File: src/rtl/tonemeter_if.sv
// Avalon-MM register bus between the fabric (master) and the tonemeter (slave).
// Carries address/read/write strobes, write data and registered read data.
// No waitrequest: every strobe completes in the cycle it is presented.
`timescale 1ns/1ps
interface tonemeter_if;
    logic        avs_address;
    logic        avs_read;
    logic [31:0] avs_readdata;
    logic        avs_write;
    logic [31:0] avs_writedata;

    modport master (
        output avs_address,
        output avs_read,
        output avs_write,
        output avs_writedata,
        input  avs_readdata
    );

    modport slave (
        input  avs_address,
        input  avs_read,
        input  avs_write,
        input  avs_writedata,
        output avs_readdata
    );
endinterface

File: src/rtl/tonemeter.sv
// Tone frequency meter: counts rising edges of coe_tone over an fclk-cycle gate, reports Hz.
// Latency: edge counted 3 clk edges after first sample; read data registered, latency 1.
// Backpressure: none; the slave accepts one read/write per strobe cycle, no waitrequest.
`timescale 1ns/1ps
module tonemeter #(
    parameter int unsigned fclk = 50000000
) (
    input  logic       clk,
    input  logic       reset,
    tonemeter_if.slave avs,
    input  logic       coe_tone
);
    localparam logic [31:0] LP_GATE_LAST = 32'(fclk - 1);

    logic        r_s1, r_s2, r_s3;
    logic        r_enable;
    logic [31:0] r_gate_cnt;
    logic [31:0] r_edge_cnt;
    logic [31:0] r_freq;
    logic        r_valid;
    logic        r_overrun;
    logic [31:0] r_readdata;

    logic        w_edge;
    logic        w_wr_ctrl;
    logic        w_rd_freq;
    logic        w_rd_stat;
    logic        w_gate_end;
    logic [31:0] w_edge_sum;
    logic [31:0] w_status;
    logic        w_unused_wdata;

    assign w_edge     = r_s2 & ~r_s3;
    assign w_wr_ctrl  = avs.avs_write &  avs.avs_address;
    assign w_rd_freq  = avs.avs_read  & ~avs.avs_address;
    assign w_rd_stat  = avs.avs_read  &  avs.avs_address;
    assign w_gate_end = r_enable & (r_gate_cnt == LP_GATE_LAST);
    // Saturating add; the same sum feeds both the running count and the gate-end latch,
    // so an edge arriving on the gate-end cycle lands in the closing window.
    assign w_edge_sum = (r_edge_cnt == 32'hFFFF_FFFF) ? r_edge_cnt
                                                      : r_edge_cnt + {31'b0, w_edge};
    assign w_status   = {29'b0, r_enable, r_overrun, r_valid};
    assign w_unused_wdata = ^avs.avs_writedata[31:1];

    assign avs.avs_readdata = r_readdata;

    // Two-flop synchronizer plus history flop for rising-edge detection.
    always_ff @(posedge clk or posedge reset) begin
        if (reset) begin
            r_s1 <= 1'b0;
            r_s2 <= 1'b0;
            r_s3 <= 1'b0;
        end else begin
            r_s1 <= coe_tone;
            r_s2 <= r_s1;
            r_s3 <= r_s2;
        end
    end

    // Enable bit, written through the CTRL register.
    always_ff @(posedge clk or posedge reset) begin
        if (reset) begin
            r_enable <= 1'b0;
        end else if (w_wr_ctrl) begin
            r_enable <= avs.avs_writedata[0];
        end
    end

    // Gate and edge counters; a CTRL write, disable or gate end restarts the window.
    always_ff @(posedge clk or posedge reset) begin
        if (reset) begin
            r_gate_cnt <= 32'd0;
            r_edge_cnt <= 32'd0;
        end else if (w_wr_ctrl || !r_enable || w_gate_end) begin
            r_gate_cnt <= 32'd0;
            r_edge_cnt <= 32'd0;
        end else begin
            r_gate_cnt <= r_gate_cnt + 32'd1;
            r_edge_cnt <= w_edge_sum;
        end
    end

    // Result latch and status flags; a gate-end set beats a same-cycle read clear.
    always_ff @(posedge clk or posedge reset) begin
        if (reset) begin
            r_freq    <= 32'd0;
            r_valid   <= 1'b0;
            r_overrun <= 1'b0;
        end else begin
            if (w_gate_end) begin
                r_freq <= w_edge_sum;
            end

            if (w_gate_end) begin
                r_valid <= 1'b1;
            end else if (w_rd_freq) begin
                r_valid <= 1'b0;
            end

            // A FREQ read in the gate-end cycle consumes the old result, so it is no overrun.
            if (w_gate_end && r_valid && !w_rd_freq) begin
                r_overrun <= 1'b1;
            end else if (w_rd_stat) begin
                r_overrun <= 1'b0;
            end
        end
    end

    // Registered read data sampled from the read cycle's (pre-update) register state.
    always_ff @(posedge clk or posedge reset) begin
        if (reset) begin
            r_readdata <= 32'd0;
        end else if (avs.avs_read) begin
            r_readdata <= avs.avs_address ? w_status : r_freq;
        end
    end
endmodule
File: src/flat_wrapper.sv
// flat-port wrapper written by rule: the top's interface ports become plain ports
module tonemeter_flat 
#(
    parameter int unsigned fclk = 50000000
)
  (clk, reset, coe_tone, avs_avs_address, avs_avs_read, avs_avs_write, avs_avs_writedata, avs_avs_readdata);
  tonemeter_if avs_i ();
  input  logic clk;
  input  logic reset;
  input  logic coe_tone;
  input wire logic [$bits(avs_i.avs_address)-1:0] avs_avs_address;
  input wire logic [$bits(avs_i.avs_read)-1:0] avs_avs_read;
  input wire logic [$bits(avs_i.avs_write)-1:0] avs_avs_write;
  input wire logic [$bits(avs_i.avs_writedata)-1:0] avs_avs_writedata;
  output wire logic [$bits(avs_i.avs_readdata)-1:0] avs_avs_readdata;
  assign avs_i.avs_address = avs_avs_address;
  assign avs_i.avs_read = avs_avs_read;
  assign avs_i.avs_write = avs_avs_write;
  assign avs_i.avs_writedata = avs_avs_writedata;
  assign avs_avs_readdata = avs_i.avs_readdata;
  tonemeter #(.fclk(fclk)) u_core (.clk(clk), .reset(reset), .avs(avs_i), .coe_tone(coe_tone));
endmodule
File: config.mk
export PLATFORM = sky130hd
export DESIGN_NAME = tonemeter_flat
export DESIGN_NICKNAME = d
export VERILOG_FILES = /design/src/rtl/tonemeter_if.sv /design/src/rtl/tonemeter.sv /design/src/flat_wrapper.sv
export SDC_FILE = /design/constraint.sdc
export NUM_CORES = 1
export LEC_CHECK = 0
export BUFFER_PORTS_ARGS = -buffer_cell sky130_fd_sc_hd__buf_4
export CELL_PAD_IN_SITES_DETAIL_PLACEMENT = 1
export CELL_PAD_IN_SITES_GLOBAL_PLACEMENT = 1
export CORE_ASPECT_RATIO = 2
export CORE_MARGIN = 5
export CORE_UTILIZATION = 35
export CTS_BUF_LIST = sky130_fd_sc_hd__clkbuf_4
export CTS_CLUSTER_DIAMETER = 30
export CTS_CLUSTER_SIZE = 14
export DETAILED_ROUTE_END_ITERATION = 6
export PLACE_DENSITY = 0.69
export SLEW_MARGIN = 20
export SYNTH_ARGS = -nofsm -noshare
export SYNTH_HDL_FRONTEND = slang
export SYNTH_SLANG_ARGS = --single-unit
File: constraint.sdc
create_clock -name clk -period 15.9 [get_ports clk]
set_input_delay 4.77 -clock clk [delete_from_list [all_inputs] [get_ports clk]]
set_output_delay 4.77 -clock clk [all_outputs]
set_load 0.1 [all_outputs]
== Word level (Yosys, flattened, before mapping) ==
Cells that the tools add are included.
Word-level totals
  flip-flop bits (word level): 134
  output and inout port bits: 32
  word-level logic and storage cells: 37
  memories kept: 0
  bits of input ports: 38
  bits in read-only memories: 0
  memory bits (writable): 0
  bits in latches: 0
Cells by class
  add/sub/neg operators: 2
  bitwise gates (word level): 7
  muxes and demuxes: 8
  equality and inequality tests: 2
  multiply operators: 0
  shift operators: 0
  reduce and logical (&&, ||, !) cells: 8
  div/mod/pow operators: 0
  order comparisons: 0
Operators with widths (count)
  $mux 32: 4
  $add 32x1->32: 1
  $add 32x1->32 const B: 1
  $eq 32x26->1 const B: 1
  $eq 32x32->1 const B: 1
  $and 1x1->1: 5
  $mux 1: 4
  $reduce_bool 2->1: 2
  $logic_and 1x1->1: 2
  $logic_not 1->1: 2
  $logic_or 1x1->1: 2
  $not 1->1: 2

== Depth between registers and ports, before layout ==
Gate-level depths: netlist (run 1).
  word-level depth: 5
  gate-level depth with buffers: 8
  gate-level depth less buffers: 8

== Worst setup path before layout (run 1) ==
OpenSTA, ideal clock, no wires.
  kind: input-to-reg
  start: input port avs_avs_address
  end: register u_core.r_gate_cnt[26]
  slack: 10134 ps
  setup time: 77 ps
  required time: 15823 ps
  arrival time: 5688 ps
  stages: 5
  path buffers: 2
  cells stage by stage: clkbuf_1 a21boi_0 nand2_2 buf_2 a21oi_1
On the way
  cells in the longest elaborated chain, start to end: 4
RTL lines
  start: declaration: line flat_wrapper.sv:11  | input wire logic [$bits(avs_i.avs_address)-1:0] avs_avs_address;
  $and 1x1->1: line tonemeter.sv:34  | assign w_wr_ctrl = avs.avs_write & avs.avs_address;
  $logic_or 1x1->1 (2 in series): line tonemeter.sv:74  | end else if (w_wr_ctrl || !r_enable || w_gate_end) begin
  $mux 32: line tonemeter.sv:74
  end signal: assignment: line tonemeter.sv:78  | r_gate_cnt <= r_gate_cnt + 32'd1;
  end: declaration: line tonemeter.sv:17  | logic [31:0] r_gate_cnt;
Every way passes these cells.
A chain may end at the register's enable or synchronous reset.

== Worst setup path after layout (run 1) ==
  start: input port avs_avs_address
  end: register u_core.r_edge_cnt[4]
On the way
  cells in the longest elaborated chain, start to end: 4
RTL lines
  $and 1x1->1: line tonemeter.sv:34
  $logic_or 1x1->1 (2 in series): line tonemeter.sv:74
  $mux 32: line tonemeter.sv:74
  end signal: assignment: line tonemeter.sv:79  | r_edge_cnt <= w_edge_sum;
  end: declaration: line tonemeter.sv:18  | logic [31:0] r_edge_cnt;
Every way passes these cells.

==> impl_metrics.env, run 1 <==
export IMPL_synth_seq_cells=134
export IMPL_cts_tree="yes"
export IMPL_ys_seq_area_share_pct=54.05
export IMPL_clockPowerShare_pct=40.9
export IMPL_rsz0062_at_grt="false"
export IMPL_cts_clk_slew_worst_paths_ps=120
export IMPL_worstPathMaxFanout=32
export IMPL_status="finished, final reports clean"
export IMPL_n_fill_cell=2061
export IMPL_syn_avg_cell_area_um2=9.723
export IMPL_power_leakage_nw=2.964
export IMPL_grt_pass1_vias=4814
export IMPL_core_um2=17610
export IMPL_critical_path_class="in -> reg"
export IMPL_cp_data_arrival_time_ps=6390
export IMPL_cts_buffer_depth=2
export IMPL_die_w_um=104.1
export IMPL_final_nets=713
export IMPL_skew_ps=23.21
export IMPL_cts_htree_levels=4
export IMPL_first_iter_violations=170
export IMPL_r2r_cells=6
export IMPL_clkSinkCount=134
export IMPL_hold_buffers=0
export IMPL_r2r_start="u_core.r_gate_cnt[7]"
export IMPL_clk_latency_ps=510
export IMPL_hold_viol_final=0
export IMPL_start_util_pct=35.22
export IMPL_viasPerCell=5.187
export IMPL_setup_violations=0
export IMPL_seq_power_share_pct=54.8
export IMPL_ys_types=59
export IMPL_synth_area_leaders="dfrtp_1, nor2_1, xnor2_1"
export IMPL_tightest_slew_ps=780.6
export IMPL_drc=0
export IMPL_grt_use_total_pct=14.80
export IMPL_worstPathRequired_ps=16310
export IMPL_finalCritPeriodShare_pct=37.60
export IMPL_cp_endpoint="u_core.r_edge_cnt[4]"
export IMPL_p_sw_w=0.0001681
export IMPL_hpwl_um=10190
export IMPL_fp_dieArea_um2=20650
export IMPL_synth_area_um2=6203
export IMPL_fp_dieH_um=198.3
export IMPL_vias=4658
export IMPL_synth_edf_count=0
export IMPL_syn_nets=680
export IMPL_syn_inst=638
export IMPL_p_per_area_nw_per_um2=89.58
export IMPL_wl_per_cell_um=16.40
export IMPL_root_buffer="clkbuf_4"
export IMPL_synth_most_common_cell="dfrtp_1"
export IMPL_cp_common_cell="buf_4"
export IMPL_ios=70
export IMPL_finalCriticalPeriod_ps=5979
export IMPL_routed_wl_um=14730
export IMPL_dp_cells=865
export IMPL_combPwrFrac_pct=4.3
export IMPL_cts_buffers_inserted=17
export IMPL_synth_warnings=0
export IMPL_slew_headroom_pct=47.96
export IMPL_fin_tns_setup_ps=0
export IMPL_worstPathCellList="buf_4 -> a21boi_0 -> nand2_2 -> buf_4 -> a211oi_1"
export IMPL_antenna_found_initial=1
export IMPL_place_congestion=0.7817
export IMPL_vdd_drop_max_mv=0.05828
export IMPL_synth_flop_cell="dfrtp_1"
export IMPL_grt_pass1_wl_um=25240
export IMPL_cpPeakStageDelay_ps=470
export IMPL_portBuffers=38
export IMPL_drive_gt1_share_pct=14.91
export IMPL_crit_path_start_kind="primary input"
export IMPL_ant_nets=0
export IMPL_timing_fmax_mhz=167.3
export IMPL_cp_num_cells=5
export IMPL_synth_top_area_share_pct=54.05
export IMPL_p_int_w=0.0004607
export IMPL_cts_setup_buffers=0
export IMPL_yosys_top_cells_count="dfrtp_1, nor2_1, nand2_1"
export IMPL_cp_startpoint="avs_avs_address"
export IMPL_drt_pass1_iter_count=4
export IMPL_slew_violations=0
export IMPL_area_growth_pct=13.17
export IMPL_synth_top_area_cell="dfrtp_1"
export IMPL_slowest_stage="nand2_2"
export IMPL_critPathTopFamily="buffers and inverters"
export IMPL_std_cell_rows=69
export IMPL_grt_max_degree=86
export IMPL_r2r_end="u_core.r_edge_cnt[1]"
export IMPL_rrSetupSlack_ps=12930
export IMPL_switching_share_pct=26.74
export IMPL_ctsResizeCount=0
export IMPL_async_flop_share_pct=100.0
export IMPL_critical_path_endpoint_type="flop"
export IMPL_crit_buf_inv=2
export IMPL_hold_class="reg -> reg"
export IMPL_finalNonFillerCells=898
export IMPL_maxCapViolCount=0
export IMPL_globalRouteOverflowTotal=0
worst min path at each step:
stage | start | endpoint | slack [ps] | cells after the start
floorplan | u_core.r_s1 | u_core.r_s2 | 330 | 0
global placement | u_core.r_s1 | u_core.r_s2 | 340 | 0
detailed placement | u_core.r_s1 | u_core.r_s2 | 350 | 0
CTS | u_core.r_s1 | u_core.r_s2 | 380 | 0
global route | u_core.r_s1 | u_core.r_s2 | 390 | 0
finish | u_core.r_s1 | u_core.r_s2 | 370 | 0
registers in the layout (all words and copies together) (netlist names):
signal,count
u_core.r_s2,1
u_core.r_gate_cnt,32
u_core.avs.avs_readdata,32
u_core.r_valid,1
u_core.r_s1,1
u_core.r_edge_cnt,32
u_core.r_enable,1
u_core.r_s3,1
u_core.r_freq,32
u_core.r_overrun,1
metrics by stage:
stage	worst slack (ps)	utilization (%)	total power, W	hold slack (ps)	cell area, um2
global placement	9410	37.93	0.0003786	340.7	6680
CTS	9871	39.75	0.0006385	376.1	7000
detailed placement	9376	37.93	0.0003790	346.6	6680
finish	9921	39.86	0.0006289	369.0	7020
global route	9787	39.86	0.0006571	393.5	7020
floorplan	7547	-	0.0003706	331.2	6203
cell usage in the layout, fill, tap and decap left out, types with 23 or more instances in the layout:
cell and instances:
dfrtp_1 134, nor2_1 93, nand2_1 59, buf_4 42, o21ai_0 39, a21oi_1 38, inv_1 36, nand4_1 31
xnor2_1 29, nand3_1 23
kinds of logic (layout without fill, tap and decap cells):
kind of cell,count (synthesis),after routing,synth area share [%]
AO/OA/AOI/OAI,105,105,9.984
XOR/XNOR,51,51,7.200
adder cells (fa/ha/maj),4,4,0.8068
buffers and inverters,66,112,4.377
flip-flops,134,134,54.05
multiplexers,4,4,0.7260
other,0,1,0
AND/OR/NAND/NOR,274,274,22.85
final cells by class:
cell class / count / area [um2] / area share (%)
Clock inverter: 15 / 192.7 / 2.745
Antenna cell: 1 / 2.502 / 0.03564
Multi-Input combinational cell: 438 / 2608 / 37.14
Sequential cell: 134 / 3353 / 47.76
Inverter: 37 / 143.9 / 2.050
Tap cell: 213 / 266.5 / 3.796
Timing Repair Buffer: 43 / 326.6 / 4.652
Clock buffer: 17 / 127.6 / 1.818
per-layer routing:
metal / global-route usage [%] / vias to the layer above / wire length [um]
met1: 20.37 / 2320 / 7083
met3: 2.773 / 13 / 354
met5: 0 / - / 0
li1: - / 2269 / -
met2: 23.98 / 56 / 7099
met4: 4.131 / 0 / 193
power by group through the flow:
stage	logic, W	registers (W)	clock network [W]
after floorplan	0.0000153	0.000355	0
after global placement	0.0000277	0.000351	0
after detailed placement	0.0000279	0.000351	0
after CTS	0.0000280	0.000345	0.000266
after global routing	0.0000307	0.000345	0.000281
final	0.0000270	0.000345	0.000257
Note: power is estimated with default switching activity, not from simulation.
==> run 2: changes to the inputs <==
clock period = 5.8 ns   (was 15.9 ns; I/O delays follow)
==> impl_metrics.env, run 2 (synthesis results as in run 1) <==
export IMPL_status="finished, final reports clean"
export IMPL_worstPathRequired_ps=4060
export IMPL_n_fill_cell=2065
export IMPL_slew_violations=0
export IMPL_ctsResizeCount=0
export IMPL_rrSetupSlack_ps=2920
export IMPL_drt_pass1_iter_count=4
export IMPL_std_cell_rows=69
export IMPL_fp_dieH_um=198.3
export IMPL_first_iter_violations=259
export IMPL_switching_share_pct=26.12
export IMPL_final_nets=713
export IMPL_globalRouteOverflowTotal=0
export IMPL_slew_headroom_pct=36.33
export IMPL_vdd_drop_max_mv=0.1159
export IMPL_grt_pass1_vias=4925
export IMPL_antenna_found_initial=1
export IMPL_clkSinkCount=134
export IMPL_die_w_um=104.1
export IMPL_cts_clk_slew_worst_paths_ps=120
export IMPL_multi_input_area_um2=2608
export IMPL_place_congestion=0.7918
export IMPL_critical_path_endpoint_type="output pin"
export IMPL_slowest_stage="dfrtp_1"
export IMPL_wl_per_cell_um=16.76
export IMPL_min_path_cells=0
export IMPL_p_per_area_nw_per_um2=242.1
export IMPL_worstPathCellList="buf_4"
export IMPL_layout_common_cells="dfrtp_1, nor2_1, nand2_1, buf_4, o21ai_0"
export IMPL_drc=0
export IMPL_hold_buffers=0
export IMPL_fin_area_um2=7003
export IMPL_cts_setup_buffers=0
export IMPL_area_growth_pct=12.89
export IMPL_root_buffer="clkbuf_4"
export IMPL_clk_latency_ps=540
export IMPL_grt_pass1_wl_um=25680
export IMPL_setup_violations=0
export IMPL_p_sw_w=0.0004427
export IMPL_worstPathMaxFanout=2
export IMPL_hold_start="u_core.r_s1"
export IMPL_seq_power_share_pct=55.7
export IMPL_p_int_w=0.001253
export IMPL_cts_buffers_inserted=17
export IMPL_drive_gt1_share_pct=14.77
export IMPL_final_common_cell="dfrtp_1"
export IMPL_cp_data_arrival_time_ps=1210
export IMPL_cpPeakStageDelay_ps=390
export IMPL_tightest_slew_ps=955.1
export IMPL_grt_use_total_pct=15.11
export IMPL_fp_dieArea_um2=20650
export IMPL_portBuffers=38
export IMPL_hold_viol_final=0
export IMPL_r2r_cells=6
export IMPL_combPwrFrac_pct=4.4
export IMPL_crit_buf_inv=1
export IMPL_critical_path_class="reg -> out"
export IMPL_hold_class="reg -> reg"
export IMPL_maxCapViolCount=0
export IMPL_finalCritPeriodShare_pct=50.87
export IMPL_critPathTopFamily="flip-flops"
export IMPL_viasPerCell=5.267
export IMPL_core_um2=17610
export IMPL_finalCriticalPeriod_ps=2950
export IMPL_placed_area_um2=6680
export IMPL_ios=70
export IMPL_r2r_end="u_core.r_edge_cnt[24]"
export IMPL_hpwl_um=10190
export IMPL_seqCellArea_um2=3353
export IMPL_r2r_start="u_core.r_gate_cnt[7]"
export IMPL_timing_fmax_mhz=339.0
export IMPL_cts_tree="yes"
export IMPL_clockPowerShare_pct=39.9
export IMPL_worstHoldEndpoint="u_core.r_s2"
export IMPL_start_util_pct=35.22
export IMPL_power_leakage_nw=2.955
export IMPL_skew_ps=19.75
export IMPL_cts_htree_levels=4
export IMPL_routed_wl_um=15050
export IMPL_crit_path_start_kind="flop"
export IMPL_ant_nets=0
export IMPL_cts_buffer_depth=2
export IMPL_rsz0062_at_grt="false"
export IMPL_grt_max_degree=106
export IMPL_vias=4730
export IMPL_fin_tns_setup_ps=0
-- run 2: per-layer routing --
metal / routed length, um / track usage [%] / up-vias
met3: 439 / 3.165 / 17
met4: 185 / 4.419 / 0
met1: 7199 / 20.58 / 2374
met5: 0 / 0 / -
met2: 7230 / 24.36 / 68
li1: - / - / 2271
-- run 2: how the worst max path moves through the flow --
| stage | start | end | slack (ps) | cells after the start |
|---|---|---|---|---|
| after floorplan | reset | u_core.avs.avs_readdata[0] | 480 | 1 |
| after global placement | avs_avs_read | u_core.avs.avs_readdata[8] | 2410 | 4 |
| after detailed placement | avs_avs_read | u_core.avs.avs_readdata[30] | 2370 | 4 |
| after CTS | u_core.avs.avs_readdata[27] | avs_avs_readdata[27] | 2770 | 1 |
| after global routing | u_core.r_gate_cnt[7] | u_core.r_edge_cnt[0] | 2630 | 6 |
| final | u_core.avs.avs_readdata[9] | avs_avs_readdata[9] | 2850 | 1 |
-- run 2: power groups by stage --
stage	sequential, W	combinational (W)	clock, W
floorplan	0.000974	0.0000420	0
global placement	0.000962	0.0000756	0
detailed placement	0.000962	0.0000767	0
CTS	0.000945	0.0000771	0.000704
global route	0.000946	0.0000841	0.000738
finish	0.000944	0.0000742	0.000677
-- run 2: area by class of cell --
cell class	count	share of cell area [%]
timing repair buffer	43	4.610
sequential	134	47.88
inverter	37	2.055
tap	213	3.806
antenna	1	0.03573
multi-input combinational	438	37.23
clock inverter	15	2.555
clock buffer	17	1.822
-- run 2: stage by stage --
| stage | worst slack (ps) | instances | hold WS, ps | total power, W | utilization, % |
|---|---|---|---|---|---|
| final | 2850 | 898 | 370.6 | 0.001695 | 39.76 |
| after global routing | 2633 | 898 | 389.9 | 0.001768 | 39.76 |
| after CTS | 2774 | 897 | 374.9 | 0.001726 | 39.67 |
| after detailed placement | 2373 | 865 | 346.0 | 0.001039 | 37.93 |
| after global placement | 2407 | 865 | 336.4 | 0.001038 | 37.93 |
| after floorplan | 477.2 | 638 | 331.2 | 0.001016 | - |
